**config.mk**
```make
export PLATFORM = sky130hd
export DESIGN_NAME = spi_tx_queue
export DESIGN_NICKNAME = d
export VERILOG_FILES = /design/src/rtl/spi_tx_queue.sv
export SDC_FILE = /design/constraint.sdc
export NUM_CORES = 1
export LEC_CHECK = 0
export CAP_MARGIN = 20
export CORE_MARGIN = 2
export CORE_UTILIZATION = 30
export CTS_CLUSTER_DIAMETER = 120
export DETAILED_ROUTE_END_ITERATION = 12
export GPL_TIMING_DRIVEN = 0
export MAX_ROUTING_LAYER = met4
export SLEW_MARGIN = 20
export SYNTH_ARGS = -nofsm -noshare
export SYNTH_HDL_FRONTEND = slang
export SYNTH_SLANG_ARGS = --single-unit
```
**constraint.sdc**
```tcl
create_clock -name clk -period 2.4 [get_ports clk]
set_clock_uncertainty 0.2 [all_clocks]
set_input_delay 0.48 -clock clk [delete_from_list [all_inputs] [get_ports clk]]
set_output_delay 0.48 -clock clk [all_outputs]
set_load 0.02 [all_outputs]
```
**src/rtl/spi_tx_queue.sv**
```systemverilog
// Command-word FIFO feeding the SPI master: hands words over on ToSPI/enable one frame at a time,
// tracks the frame through SPI_CS and enforces an inter-frame gap and a start timeout.
module spi_tx_queue #(
    parameter int unsigned DEPTH         = 4,
    parameter int unsigned ADDR_W        = 2,
    parameter int unsigned GAP_CYCLES    = 8,
    parameter int unsigned START_TIMEOUT = 64
) (
    input  logic              clk,
    input  logic              reset,
    input  logic              wr_en,
    input  logic [31:0]       wr_data,
    output logic              full,
    output logic              empty,
    output logic [ADDR_W:0]   count,
    output logic [31:0]       ToSPI,
    output logic              enable,
    input  logic              SPI_CS,
    output logic              busy,
    output logic              overflow,
    output logic              timeout_err,
    output logic [7:0]        frames_done
);

    localparam int unsigned GapW = (GAP_CYCLES > 1) ? $clog2(GAP_CYCLES) : 1;
    localparam int unsigned ToW  = (START_TIMEOUT > 1) ? $clog2(START_TIMEOUT) : 1;

    localparam logic [GapW-1:0]   GapLast   = GapW'(GAP_CYCLES - 1);
    localparam logic [GapW-1:0]   GapOne    = GapW'(1);
    localparam logic [ToW-1:0]    ToLast    = ToW'(START_TIMEOUT - 1);
    localparam logic [ToW-1:0]    ToOne     = ToW'(1);
    localparam logic [ADDR_W:0]   FullCount = (ADDR_W + 1)'(DEPTH);
    localparam logic [ADDR_W:0]   CountOne  = (ADDR_W + 1)'(1);
    localparam logic [ADDR_W-1:0] PtrOne    = ADDR_W'(1);

    typedef enum logic [1:0] {StIdle, StReq, StActive, StGap} state_e;

    state_e            state_q, state_d;
    logic [31:0]       mem_q [DEPTH];
    logic [ADDR_W-1:0] rd_ptr_q, rd_ptr_d;
    logic [ADDR_W-1:0] wr_ptr_q, wr_ptr_d;
    logic [ADDR_W:0]   count_q, count_d;
    logic [31:0]       tospi_q, tospi_d;
    logic              enable_q, enable_d;
    logic              overflow_q, overflow_d;
    logic              timeout_q, timeout_d;
    logic [7:0]        frames_q, frames_d;
    logic [GapW-1:0]   gap_cnt_q, gap_cnt_d;
    logic [ToW-1:0]    to_cnt_q, to_cnt_d;
    logic              pop;
    logic              wr_accept;

    assign full        = (count_q == FullCount);
    assign empty       = (count_q == '0);
    assign count       = count_q;
    assign ToSPI       = tospi_q;
    assign enable      = enable_q;
    assign busy        = (state_q != StIdle);
    assign overflow    = overflow_q;
    assign timeout_err = timeout_q;
    assign frames_done = frames_q;

    // A pop in the same cycle frees a slot, so a write into a full queue still lands.
    assign pop       = (state_q == StIdle) && !empty;
    assign wr_accept = wr_en && (!full || pop);

    always_comb begin
        rd_ptr_d   = rd_ptr_q;
        wr_ptr_d   = wr_ptr_q;
        count_d    = count_q;
        overflow_d = overflow_q;

        if (wr_accept) begin
            wr_ptr_d = wr_ptr_q + PtrOne;
        end else if (wr_en) begin
            overflow_d = 1'b1;
        end
        if (pop) begin
            rd_ptr_d = rd_ptr_q + PtrOne;
        end

        unique case ({wr_accept, pop})
            2'b10:   count_d = count_q + CountOne;
            2'b01:   count_d = count_q - CountOne;
            default: count_d = count_q;
        endcase
    end

    always_comb begin
        state_d   = state_q;
        tospi_d   = tospi_q;
        enable_d  = 1'b0;
        timeout_d = timeout_q;
        frames_d  = frames_q;
        gap_cnt_d = gap_cnt_q;
        to_cnt_d  = to_cnt_q;

        unique case (state_q)
            StIdle: begin
                if (!empty) begin
                    tospi_d  = mem_q[rd_ptr_q];
                    enable_d = 1'b1;
                    to_cnt_d = '0;
                    state_d  = StReq;
                end
            end
            StReq: begin
                // CS falling takes priority over an expiring timeout.
                if (!SPI_CS) begin
                    state_d = StActive;
                end else if (to_cnt_q == ToLast) begin
                    timeout_d = 1'b1;
                    gap_cnt_d = '0;
                    state_d   = StGap;
                end else begin
                    enable_d = 1'b1;
                    to_cnt_d = to_cnt_q + ToOne;
                end
            end
            StActive: begin
                if (SPI_CS) begin
                    frames_d  = frames_q + 8'd1;
                    gap_cnt_d = '0;
                    state_d   = StGap;
                end
            end
            StGap: begin
                if (gap_cnt_q == GapLast) begin
                    state_d = StIdle;
                end else begin
                    gap_cnt_d = gap_cnt_q + GapOne;
                end
            end
        endcase
    end

    always_ff @(posedge clk) begin
        if (reset) begin
            state_q    <= StIdle;
            rd_ptr_q   <= '0;
            wr_ptr_q   <= '0;
            count_q    <= '0;
            tospi_q    <= '0;
            enable_q   <= 1'b0;
            overflow_q <= 1'b0;
            timeout_q  <= 1'b0;
            frames_q   <= '0;
            gap_cnt_q  <= '0;
            to_cnt_q   <= '0;
        end else begin
            state_q    <= state_d;
            rd_ptr_q   <= rd_ptr_d;
            wr_ptr_q   <= wr_ptr_d;
            count_q    <= count_d;
            tospi_q    <= tospi_d;
            enable_q   <= enable_d;
            overflow_q <= overflow_d;
            timeout_q  <= timeout_d;
            frames_q   <= frames_d;
            gap_cnt_q  <= gap_cnt_d;
            to_cnt_q   <= to_cnt_d;
        end
    end

    // Storage needs no reset: count and pointers decide what is valid.
    always_ff @(posedge clk) begin
        if (!reset && wr_accept) begin
            mem_q[wr_ptr_q] <= wr_data;
        end
    end

endmodule

```
Word-level counts from Yosys, hierarchy flattened
Memory sizes are Yosys's and may differ from the RTL's. A register that Yosys moved wholly into a read port is not among the register bits.
Index checks and enable logic that the tools add are counted.
- add/subtract/negate cells: 7
- equal/unequal tests: 16
- mux-type cells: 22
- bitwise operators: 2
- reduce and logical (&&, ||, !) cells: 20
- operator list (kind ; count):
    $mux 6 ; 3
    $ne 2x2->1 const B ; 7
    $mux 3 ; 4
    $pmux 6 s2 ; 1
    $mux 2 ; 5
    $pmux 3 s3 ; 1
    $add 8x1->8 const B ; 1
    $pmux 2 s4 ; 1
    $reduce_and 4->1 ; 2
    $add 3x1->3 const B ; 2
    $add 6x1->6 const B ; 1
    $eq 2x2->1 const B ; 3
    $eq 3x3->1 const B ; 2
    $eq 6x6->1 const B ; 1
    $pmux 3 s2 ; 1
    $reduce_and 2->1 ; 3
    $reduce_bool 2->1 ; 3
    $mux 1 ; 5
    $reduce_and 5->1 ; 1
    $add 2x1->2 const B ; 2
    $eq 2x1->1 const B ; 2
    $logic_and 1x1->1 ; 3
    $logic_not 1->1 ; 3
    $logic_not 3->1 ; 1
    8 further kinds ; 9
- register bits after elaboration: 29
- memory bits (writable): 128
- input bits: 36
- output and inout bits: 49
- word-level logic and storage cells: 78
- memories kept: 1
- memories (name ; words ; width ; rd ports ; clocked after Yosys merged registers in ; write ports ; RTL line ; text):
    mem_q ; 4 ; 32 ; 1 ; 1 ; 1 ; 39 ; logic [31:0] mem_q [DEPTH];

Longest topological paths before layout
Gate-level depths: netlist (run 1).
- depth after elaboration: 8
- gate-level depth with buffers: 8
- depth with buffers taken out: 8

Worst setup path after synthesis (run 1)
OpenSTA, ideal clock, no wires.
- path type: register to register
- start: register state_q[0]
- end: memory mem_q[0][0] (enable)
- library setup time: 392 ps
- arrival: 1794 ps
- required time: 1808 ps
- slack: 14 ps
- stages on the path, launching flop included: 6
- path buffers: 0
- period minus slack after synthesis: 2386 ps
- cell sequence: dfxtp_1 > inv_1 > ha_1 > o41ai_4 > nor2_1 > and2_1
- cells in the longest elaborated chain, start to end: 7
- ends and longest elaborated chain (item ; RTL line ; text):
    start: declaration ; 38 ; state_e state_q, state_d;
    start signal: assignment ; 139 ; state_q <= StIdle;
    start signal: assignment ; 151 ; state_q <= state_d;
    $logic_not 2->1 ; 64 ; assign pop = (state_q == StIdle) && !empty;
    $logic_and 1x1->1 ; 64 ;
    $logic_or 1x1->1 ; 65 ; assign wr_accept = wr_en && (!full || pop);
    $logic_and 1x1->1 ; 65 ;
    $logic_and 1x1->1 ; 167 ; if (!reset && wr_accept) begin
    $mux 1 ; 167 ;
    $mux 1 (not written as such) ; 168 ; mem_q[wr_ptr_q] <= wr_data;
    end: declaration ; 39 ;
No other way between the ends.

Final worst setup path (run 1)
- start: register count_q[1], in the netlist count[1]
- end: output count[1]
- RTL lines (item ; RTL line ; text):
    start: declaration ; 42 ; logic [ADDR_W:0] count_q, count_d;
    start signal: assignment ; 154 ; count_q <= count_d;
    end: declaration ; 15 ; output logic [ADDR_W:0] count,
No word-level cell between the ends.

==> results of run 1 <==
[metrics by stage]
stage / TNS, ps / hold WS (ps) / worst slack [ps] / cells / instance area (um2)
global route: 0 / 281 / 16.5 / 930 / 9290
CTS: 0 / 251 / 24.6 / 930 / 9290
detailed placement: -27720 / 239 / -310 / 897 / 8650
global placement: -142560 / 245 / -1120 / 893 / 8570
floorplan: 0 / 242 / 13.7 / 486 / 7330
finish: 0 / 251 / 97.9 / 930 / 9290
[power breakdown]
group	internal (mW)	switching [mW]	leakage, nW	total, mW
logic	1.34	1.69	1.13	3.03
clock network	1.51	1.37	0.298	2.87
registers	3.86	0.236	1.66	4.10
total	6.71	3.29	3.09	10.0
[Yosys cell counts (all sizes together) (3+ instances only)]
cell type / instances
inv: 12
xnor2: 3
o31a: 3
mux2i: 4
nand2b: 3
nand2: 81
mux2: 3
nor2: 20
ha: 13
mux4: 32
nor2b: 3
and2: 6
clkbuf: 8
buf: 17
o21ai: 5
dfxtp: 61
nand4: 9
edfxtp: 128
xor2: 7
a21oi: 37
nor3: 3
[registers in the layout (all words and copies together) (netlist names)]
signal and cells:
timeout_err 1, gap_cnt_q 3, count 3, mem_q 128, ToSPI 32, rd_ptr_q 2, to_cnt_q 6, enable 1
overflow 1, wr_ptr_q 2, state_q 2, frames_done 8
[routing by layer]
layer / global-route usage / part of all wire / vias up
li1: - / - / 2020
met2: 0.217 / 0.51 / 96
met3: 0.0292 / 0.043 / 15
met1: 0.158 / 0.44 / 2155
met4: 0.0364 / 0.013 / 0
met5: - / 0 / -
[kinds of logic after synthesis]
family | synth area share
AND/OR/NAND/NOR | 0.0846
XOR/XNOR | 0.0119
AO/OA/AOI/OAI | 0.0527
buffers and inverters | 0.0266
flip-flops | 0.691
adder cells (fa/ha/maj) | 0.0249
multiplexers | 0.108
[tightest hold or removal path, cell delays in order (launching register included)]
cell,delay (ps)
dfxtp_1,310
inv_1,50
a21oi_1,50
[how the worst max path moves through the flow]
stage	from	to	slack [ps]
2_1_floorplan	state_q[0]	mem_q[0][0]	10
3_3_place_gp	wr_en	mem_q[2][11]	-1120
3_5_place_dp	wr_en	mem_q[0][5]	-310
4_1_cts	state_q[0]	count[2]	20
5_1_grt	count[0]	count[0]	20
6_report	count[1]	count[1]	100
[timing repair]
item,CTS,global route
gates resized for setup,9,2
pin swaps,1,1
hold endpoints to repair,0,0
setup endpoints to repair,130,1
cloned,0,0
buffers inserted,1,0
[final cells by class]
cell class | count | area [um2] | share of cell area
Inverter | 12 | 45.0 | 0.00485
Buffer | 26 | 150 | 0.0162
Timing Repair Buffer | 88 | 915 | 0.0984
Clock buffer | 17 | 425 | 0.0458
Tap cell | 324 | 405 | 0.0436
Multi-Input combinational cell | 259 | 2090 | 0.225
Clock inverter | 15 | 191 | 0.0206
Sequential cell | 189 | 5060 | 0.545
==> impl_metrics.csv, run 1 <==
group,metric,value,unit
synthesis,synth_area,7330,um2
placement,port_buffers,83,
floorplan,io_pins,85,
worst_setup_path,rrSetupSlack,140,ps
drt,initialDrtViolationCount,251,
clocking,root_buffer,"clkbuf_16",
global_route,grt_pass1_vias,4435,
floorplan,fp.dieW,160,um
global_route,antenna_found_initial,0,
cells_and_area,finalNetCount,643,
min_path,worst_hold_path.num_cells,2,
synthesis,yosys.area.top_type,"edfxtp_1",
worst_setup_path,worstPathCellList,"clkdlybuf4s50_1",
synthesis,async_flop_share,0,
cells_and_area,mostFrequentLayoutCell,"edfxtp_1",
drt,vias_per_cell,4.61,
pwr,design_power_total,10.0,mW
drt,ant_nets,0,
drt,dr.pass1.iters,4,
worst_setup_path,critPathMaxStageDelay,670,ps
clocking,clock_path_buffers,2,
floorplan,core,24200,um2
floorplan,die-height,160,um
drt,vias,4286,
worst_setup_path,regToRegStartpoint,"state_q[0]",
clocking,clk_pin_slew,70,ps
placement,hpwl,10300,um
cells_and_area,layout_common_cells,"edfxtp_1 (128), nand2_1 (81), clkdlybuf4s50_1 (80)",
worst_setup_path,reg2regPathDepth,7,
worst_setup_path,cp.depth,1,
synthesis,syn_avg_cell_area,15.1,um2
placement,gp_congestion,0.756,
synthesis,ys.flop_type,"edfxtp_1",
cells_and_area,antennaDiodeCount,0,
clocking,htreeDepth,4,
synthesis,yosysTopAreaCellShare,0.524,
synthesis,synth-seq-cells,189,
global_route,grt-ovfl-total,0,
sta,fmax,0.434,GHz
worst_setup_path,worst-setup-path-type,"register to output pin",
sta,fin_crit_sh,0.959,
floorplan,num_rows,57,
global_route,grt_max_degree,21,
sta,min_period,2300,ps
pwr,cellLeakagePower,3.09,nW
min_path,whs_endpoint,"timeout_err",
clocking,cts_inserted_buffers,17,
synthesis,synthCells,486,
drt,post_drt_wl_per_cell,16.9,um
flow_run,max-cap-violations,0,
worst_setup_path,r2r-end,"count[2]",
worst_setup_path,crit_slowest_cell,"clkdlybuf4s50_1",
worst_setup_path,crit_family,"buffers and inverters",
synthesis,yosys-top-cells-area,"edfxtp_1 (52%), dfxtp_1 (17%), mux4_2 (9.8%), nand2_1 (4.1%), a21oi_1 (2.5%)",
worst_setup_path,crit_fanout,7,
global_route,grt_pass1_wl,24500,um
outcome,status,"completed",
synthesis,yosysUniqueCellTypes,52,
clocking,cts_tree,"yes",
global_route,grt_util_all_layers,0.129,
cells_and_area,fin_util,0.384,
sta,report.final.hold_viol_count,0,
sta,slew_viol_final,0,
sta,max_slew_margin,0.516,
worst_setup_path,start_kind,"register",
min_path,hold_path_class,"register to register",
worst_setup_path,cp.arrival,1620,ps
floorplan,initial_utilization,0.303,
sta,worst_pin_slew,726,ps
synthesis,syn-num-nets,536,
cells_and_area,drive_gt1_frac,0.173,
cells_and_area,syn_to_final_growth,26.7,%
drt,wl,15700,um
worst_setup_path,cp-end-kind,"output pin",
synthesis,synth-warning-count,0,
worst_setup_path,cp.buffers_inverters,1,
sta,setup_viol,0,
synthesis,yosysSeqAreaShare,0.691,
pwr,peakVddDrop,0.000547,V
pwr,powerDensity,1080,nW/um2
drt,drc,0,
min_path,hold_path.startpoint,"timeout_err",
cells_and_area,fillCellCount,2260,
floorplan,die_area,25700,um2
clocking,cts_hold_buf,0,
worst_setup_path,required,1720,ps
clocking,clock_sinks,189,
sta,rsz0062_at_grt,"false",
synthesis,synth_edf_count,128,
clocking,clk_latency,420,ps
(Power assumes the default switching activity.)
==> run 2, diff against run 1 <==
--- a/config.mk
+++ b/config.mk
@@ -5,13 +5,13 @@
 export SDC_FILE = /design/constraint.sdc
 export NUM_CORES = 1
 export LEC_CHECK = 0
-export CAP_MARGIN = 20
 export CORE_MARGIN = 2
-export CORE_UTILIZATION = 30
+export CORE_UTILIZATION = 55
 export CTS_CLUSTER_DIAMETER = 120
 export DETAILED_ROUTE_END_ITERATION = 12
 export GPL_TIMING_DRIVEN = 0
 export MAX_ROUTING_LAYER = met4
+export PLACE_DENSITY = 0.79
 export SLEW_MARGIN = 20
 export SYNTH_ARGS = -nofsm -noshare
 export SYNTH_HDL_FRONTEND = slang
==> constraint.sdc (replaced) <==
create_clock -name clk -period 2.2 [get_ports clk]
set_clock_uncertainty 0.2 [all_clocks]
set_input_delay 0.44 -clock clk [delete_from_list [all_inputs] [get_ports clk]]
set_output_delay 0.44 -clock clk [all_outputs]
set_load 0.02 [all_outputs]
==> impl_metrics.csv, run 2 (synthesized netlist as in run 1, its figures left out) <==
group,metric,value,unit
outcome,status,"completed",
cells_and_area,regMostFlops,"mem_q",
sta,max_slew_margin,0.563,
floorplan,core,13100,um2
cells_and_area,largest_reg_flops,128,
worst_setup_path,cp-end-kind,"register",
clocking,cts_tree,"yes",
clocking,root_buffer,"clkbuf_16",
cells_and_area,fillCellCount,913,
floorplan,die_area,14300,um2
min_path,worst_hold_path.num_cells,2,
worst_setup_path,crit_fanout,6,
global_route,grt_max_degree,33,
clocking,cts_inserted_buffers,17,
global_route,antenna_found_initial,0,
clocking,htreeDepth,4,
clocking,clk_pin_slew,60,ps
cells_and_area,multi_input_area,2100,um2
global_route,grt-ovfl-total,0,
drt,initialDrtViolationCount,281,
sta,layout_setup_ws,25.4,ps
worst_setup_path,rrSetupSlack,30,ps
global_route,grt_pass1_wl,23100,um
sta,worst_pin_slew,655,ps
worst_setup_path,cp.depth,7,
cells_and_area,drive_gt1_frac,0.174,
sta,min_period,2170,ps
placement,hpwl,9470,um
worst_setup_path,start_kind,"register",
worst_setup_path,required,2310,ps
sta,slew_viol_final,0,
clocking,clock_sinks,189,
min_path,hold_path_class,"register to register",
drt,wl,14600,um
drt,drc,0,
worst_setup_path,critPathMaxStageDelay,370,ps
sta,fin_crit_sh,0.988,
drt,dr.pass1.iters,5,
drt,post_drt_wl_per_cell,18.8,um
sta,rsz0062_at_grt,"true",
drt,ant_nets,0,
floorplan,die-height,119,um
cells_and_area,regArea,5070,um2
drt,vias,4319,
placement,place_ws,-621,ps
worst_setup_path,crit_family,"adder cells",
worst_setup_path,cp.buffers_inverters,1,
cells_and_area,antennaDiodeCount,0,
clocking,clk_latency,430,ps
cells_and_area,mostFrequentLayoutCell,"edfxtp_1",
worst_setup_path,worst-setup-path-type,"register to register",
floorplan,io_pins,85,
floorplan,fp.dieW,119,um
pwr,cellLeakagePower,3.04,nW
sta,fmax,0.460,GHz
placement,port_buffers,83,
worst_setup_path,crit_slowest_cell,"fa_2",
flow_run,max-cap-violations,0,
pwr,design_power_total,10.6,mW
worst_setup_path,worstPathCellList,"inv_2 > ha_4 > o31a_1 > nand2b_1 > fa_2 > o31ai_2 > mux2_2",
drt,vias_per_cell,5.54,
pwr,peakVddDrop,0.000644,V
floorplan,initial_utilization,0.558,
cells_and_area,finalNetCount,641,
worst_setup_path,cp.arrival,2290,ps
cells_and_area,layout_common_cells,"edfxtp_1 (128), nand2_1 (81), clkdlybuf4s50_1 (78)",
pwr,powerDensity,1180,nW/um2
global_route,grt_pass1_vias,4507,
cells_and_area,fin_util,0.684,
sta,setup_viol,0,
clocking,clock_path_buffers,2,
sta,report.final.hold_viol_count,0,
floorplan,num_rows,42,
global_route,grt_util_all_layers,0.225,
clocking,cts_hold_buf,0,
placement,gp_congestion,0.790,
worst_setup_path,reg2regPathDepth,7,
cells_and_area,syn_to_final_growth,22.5,%
## run 2: cell count changes in the layout (fill, tap and decap cells not counted), moves of 4 or more
cell / change
inv_6: -4
buf_12: -4
clkinv_2: +4
inv_8: -4
dfxtp_1: -4
clkinv_8: -4
dfxtp_2: +4
## run 2: power by group
group          switching (mW)  internal, mW
registers               0.251          4.23
logic                    1.83          1.47
clock network            1.26          1.57
## run 2: routing by layer
| metal | vias to the layer above | global-route usage | wire, um |
|---|---|---|---|
| li1 | 2010 | - | - |
| met1 | 2154 | 0.266 | 6060 |
| met2 | 129 | 0.377 | 7600 |
| met3 | 26 | 0.0450 | 651 |
| met4 | 0 | 0.0978 | 311 |
| met5 | - | - | 0 |
## run 2: worst reg2reg max path: cells and delay by family, from the launching register on
kind	cells	cell delay [ps]
DFF	1	350
buffers and inverters	1	90
muxes	1	360
adders and majority gates	2	540
AOI/OAI and AO/OA	2	430
and+or+nand+nor	1	100
## run 2: through the flow
| stage | instances | hold WS (ps) | instance area (um2) | setup TNS, ps |
|---|---|---|---|---|
| finish | 780 | 250 | 8980 | 0 |
| global route | 780 | 283 | 8980 | -50.0 |
| CTS | 780 | 253 | 8980 | 0 |
| detailed placement | 745 | 246 | 8400 | -78440 |
| global placement | 745 | 234 | 8400 | -68430 |
| floorplan | 486 | 242 | 7350 | 0 |
## run 2: worst paths after layout
kind | startpoint | to
worst max-delay path | state_q[0] | count[2]
worst min-delay path | timeout_err | timeout_err
worst max register to register | state_q[0] | count[2]
worst min register to register | timeout_err | timeout_err
## run 2: cell type report
class,instances,area share
Timing Repair Buffer,86,0.0952
Buffer,26,0.0167
Inverter,12,0.00502
Clock inverter,12,0.0109
Multi-Input combinational cell,259,0.233
Tap cell,176,0.0245
Sequential cell,189,0.565
Clock buffer,20,0.0497
## run 2: repair_timing
| action | in CTS | in global routing |
|---|---|---|
| cloned | 0 | 0 |
| endpoints found under the setup margin | 134 | 3 |
| buffers inserted | 3 | 0 |
| gates resized for setup | 17 | 3 |
| pin swaps | 1 | 1 |
==> run 3, diff against run 2 <==
--- a/config.mk
+++ b/config.mk
@@ -12,6 +12,7 @@
 export GPL_TIMING_DRIVEN = 0
 export MAX_ROUTING_LAYER = met4
 export PLACE_DENSITY = 0.79
+export RECOVER_POWER = 50
 export SLEW_MARGIN = 20
 export SYNTH_ARGS = -nofsm -noshare
 export SYNTH_HDL_FRONTEND = slang
==> impl_metrics.csv, run 3 (synthesized netlist as in run 1, its figures left out) <==
group,metric,value,unit
outcome,status,"completed",
drt,ant_nets,0,
sta,worst_pin_slew,637,ps
min_path,worst_hold_path.num_cells,2,
worst_setup_path,crit_slowest_cell,"fa_2",
global_route,grt_max_degree,33,
cells_and_area,regMostFlops,"mem_q",
drt,vias,4345,
clocking,cts_tree,"yes",
cells_and_area,syn_to_final_growth,22.4,%
global_route,grt_util_all_layers,0.225,
placement,port_buffers,83,
clocking,clk_latency,420,ps
global_route,grt-ovfl-total,0,
global_route,grt_pass1_vias,4507,
sta,max_slew_margin,0.575,
floorplan,io_pins,85,
drt,vias_per_cell,5.55,
drt,post_drt_wl_per_cell,18.7,um
floorplan,core,13100,um2
cells_and_area,mostFrequentLayoutCell,"edfxtp_1",
floorplan,num_rows,42,
sta,fmax,0.460,GHz
worst_setup_path,worst-setup-path-type,"register to register",
worst_setup_path,regToRegStartpoint,"state_q[0]",
placement,hpwl,9470,um
worst_setup_path,critPathMaxStageDelay,370,ps
cells_and_area,fin_cells,783,
min_path,hold_path_class,"register to register",
clocking,htreeDepth,4,
cells_and_area,finalNetCount,641,
worst_setup_path,required,2310,ps
drt,dr.pass1.iters,5,
sta,slew_viol_final,0,
sta,rsz0062_at_grt,"true",
placement,dp_cells,745,
cells_and_area,largest_reg_flops,128,
cells_and_area,fillCellCount,917,
pwr,design_power_total,10.6,mW
floorplan,die_area,14300,um2
sta,report.final.hold_viol_count,0,
sta,setup_viol,0,
floorplan,die-height,119,um
pwr,cellLeakagePower,3.02,nW
floorplan,initial_utilization,0.558,
cells_and_area,layout_common_cells,"edfxtp_1 (128), nand2_1 (81), dfxtp_1 (57)",
clocking,clock_sinks,189,
placement,gp_congestion,0.790,
sta,min_period,2170,ps
clocking,root_buffer,"clkbuf_16",
sta,fin_setup_tns,0,ps
worst_setup_path,worstPathCellList,"inv_2 > ha_4 > o31a_1 > nand2b_1 > fa_2 > o31ai_2 > mux2_2",
floorplan,fp.dieW,119,um
global_route,antenna_found_initial,3,
cells_and_area,multi_input_area,2100,um2
cells_and_area,drive_gt1_frac,0.169,
worst_setup_path,crit_fanout,6,
drt,wl,14600,um
worst_setup_path,cp-end-kind,"register",
worst_setup_path,cp.arrival,2290,ps
clocking,clock_path_buffers,2,
drt,initialDrtViolationCount,261,
clocking,clk_pin_slew,60,ps
min_path,hold_path.startpoint,"timeout_err",
pwr,powerDensity,1180,nW/um2
cells_and_area,fin_util,0.683,
worst_setup_path,reg2regPathDepth,7,
drt,drc,0,
cells_and_area,regArea,5070,um2
clocking,cts_inserted_buffers,17,
sta,fin_crit_sh,0.988,
worst_setup_path,start_kind,"register",
pwr,peakVddDrop,0.000642,V
sta,holdWs,250,ps
worst_setup_path,critPathLaunch,"state_q[0]",
flow_run,max-cap-violations,0,
global_route,grt_pass1_wl,23100,um
clocking,cts_hold_buf,0,
## run 3: cell count changes in the layout (fill, tap and decap cells not counted)
| cell | previous run | this run |
|---|---|---|
| diode_2 | 0 | 3 |
| buf_1 | 2 | 0 |
| clkbuf_2 | 1 | 0 |
| buf_2 | 7 | 6 |
| buf_4 | 10 | 9 |
| dlymetal6s2s_1 | 2 | 1 |
| clkdlybuf4s50_1 | 78 | 46 |
| clkbuf_1 | 9 | 15 |
| dlygate4sd3_1 | 0 | 32 |
## run 3: worst paths after layout
kind | to | slack (ps)
worst min-delay path | timeout_err | 250
worst max-delay path | count[2] | 30
worst max register to register | count[2] | 30
worst min register to register | timeout_err | 250
## run 3: cell type report
cell class	instances	area share
flip-flops and latches	189	0.565
multi-input cells	259	0.234
repair buffers	86	0.0938
clock buffers	20	0.0498
well taps	176	0.0245
plain buffers	26	0.0165
clock inverters	12	0.0109
inverters	12	0.00502
diodes	3	0.000837
## run 3: layer usage
layer | wire, um | vias to the layer above | GRT usage
li1 | - | 2014 | -
met4 | 282 | 0 | 0.0978
met3 | 824 | 23 | 0.0450
met1 | 5890 | 2155 | 0.266
met5 | 0 | - | -
met2 | 7620 | 153 | 0.377
## run 3: stage by stage
| step | instance area, um2 | setup slack [ps] |
|---|---|---|
| CTS | 8980 | 8.81 |
| floorplan | 7350 | 20.4 |
| global route | 8970 | -50.0 |
| detailed placement | 8400 | -621 |
| finish | 8970 | 26.1 |
| global placement | 8400 | -537 |
## run 3: critical path: cells and delay by family, from the launching register on
| kind | cells | cell delay (ps) |
|---|---|---|
| AO/OA/AOI/OAI | 2 | 420 |
| adder cells (fa/ha/maj) | 2 | 540 |
| buffers and inverters | 1 | 90 |
| flip-flops | 1 | 350 |
| multiplexers | 1 | 360 |
| AND/OR/NAND/NOR | 1 | 100 |
## run 3: report_power, final
part / switching [mW] / total, mW / leakage [nW] / internal (mW)
clock: 1.25 / 2.83 / 0.261 / 1.57
combinational: 1.83 / 3.28 / 1.10 / 1.45
sequential: 0.250 / 4.48 / 1.66 / 4.23
## run 3: what timing repair did
action / in CTS / in global routing
resized for setup: 17 / 3
setup buffers: 3 / 0
cloned: 0 / 0
endpoints found under the setup margin: 134 / 3
pin swaps: 1 / 1
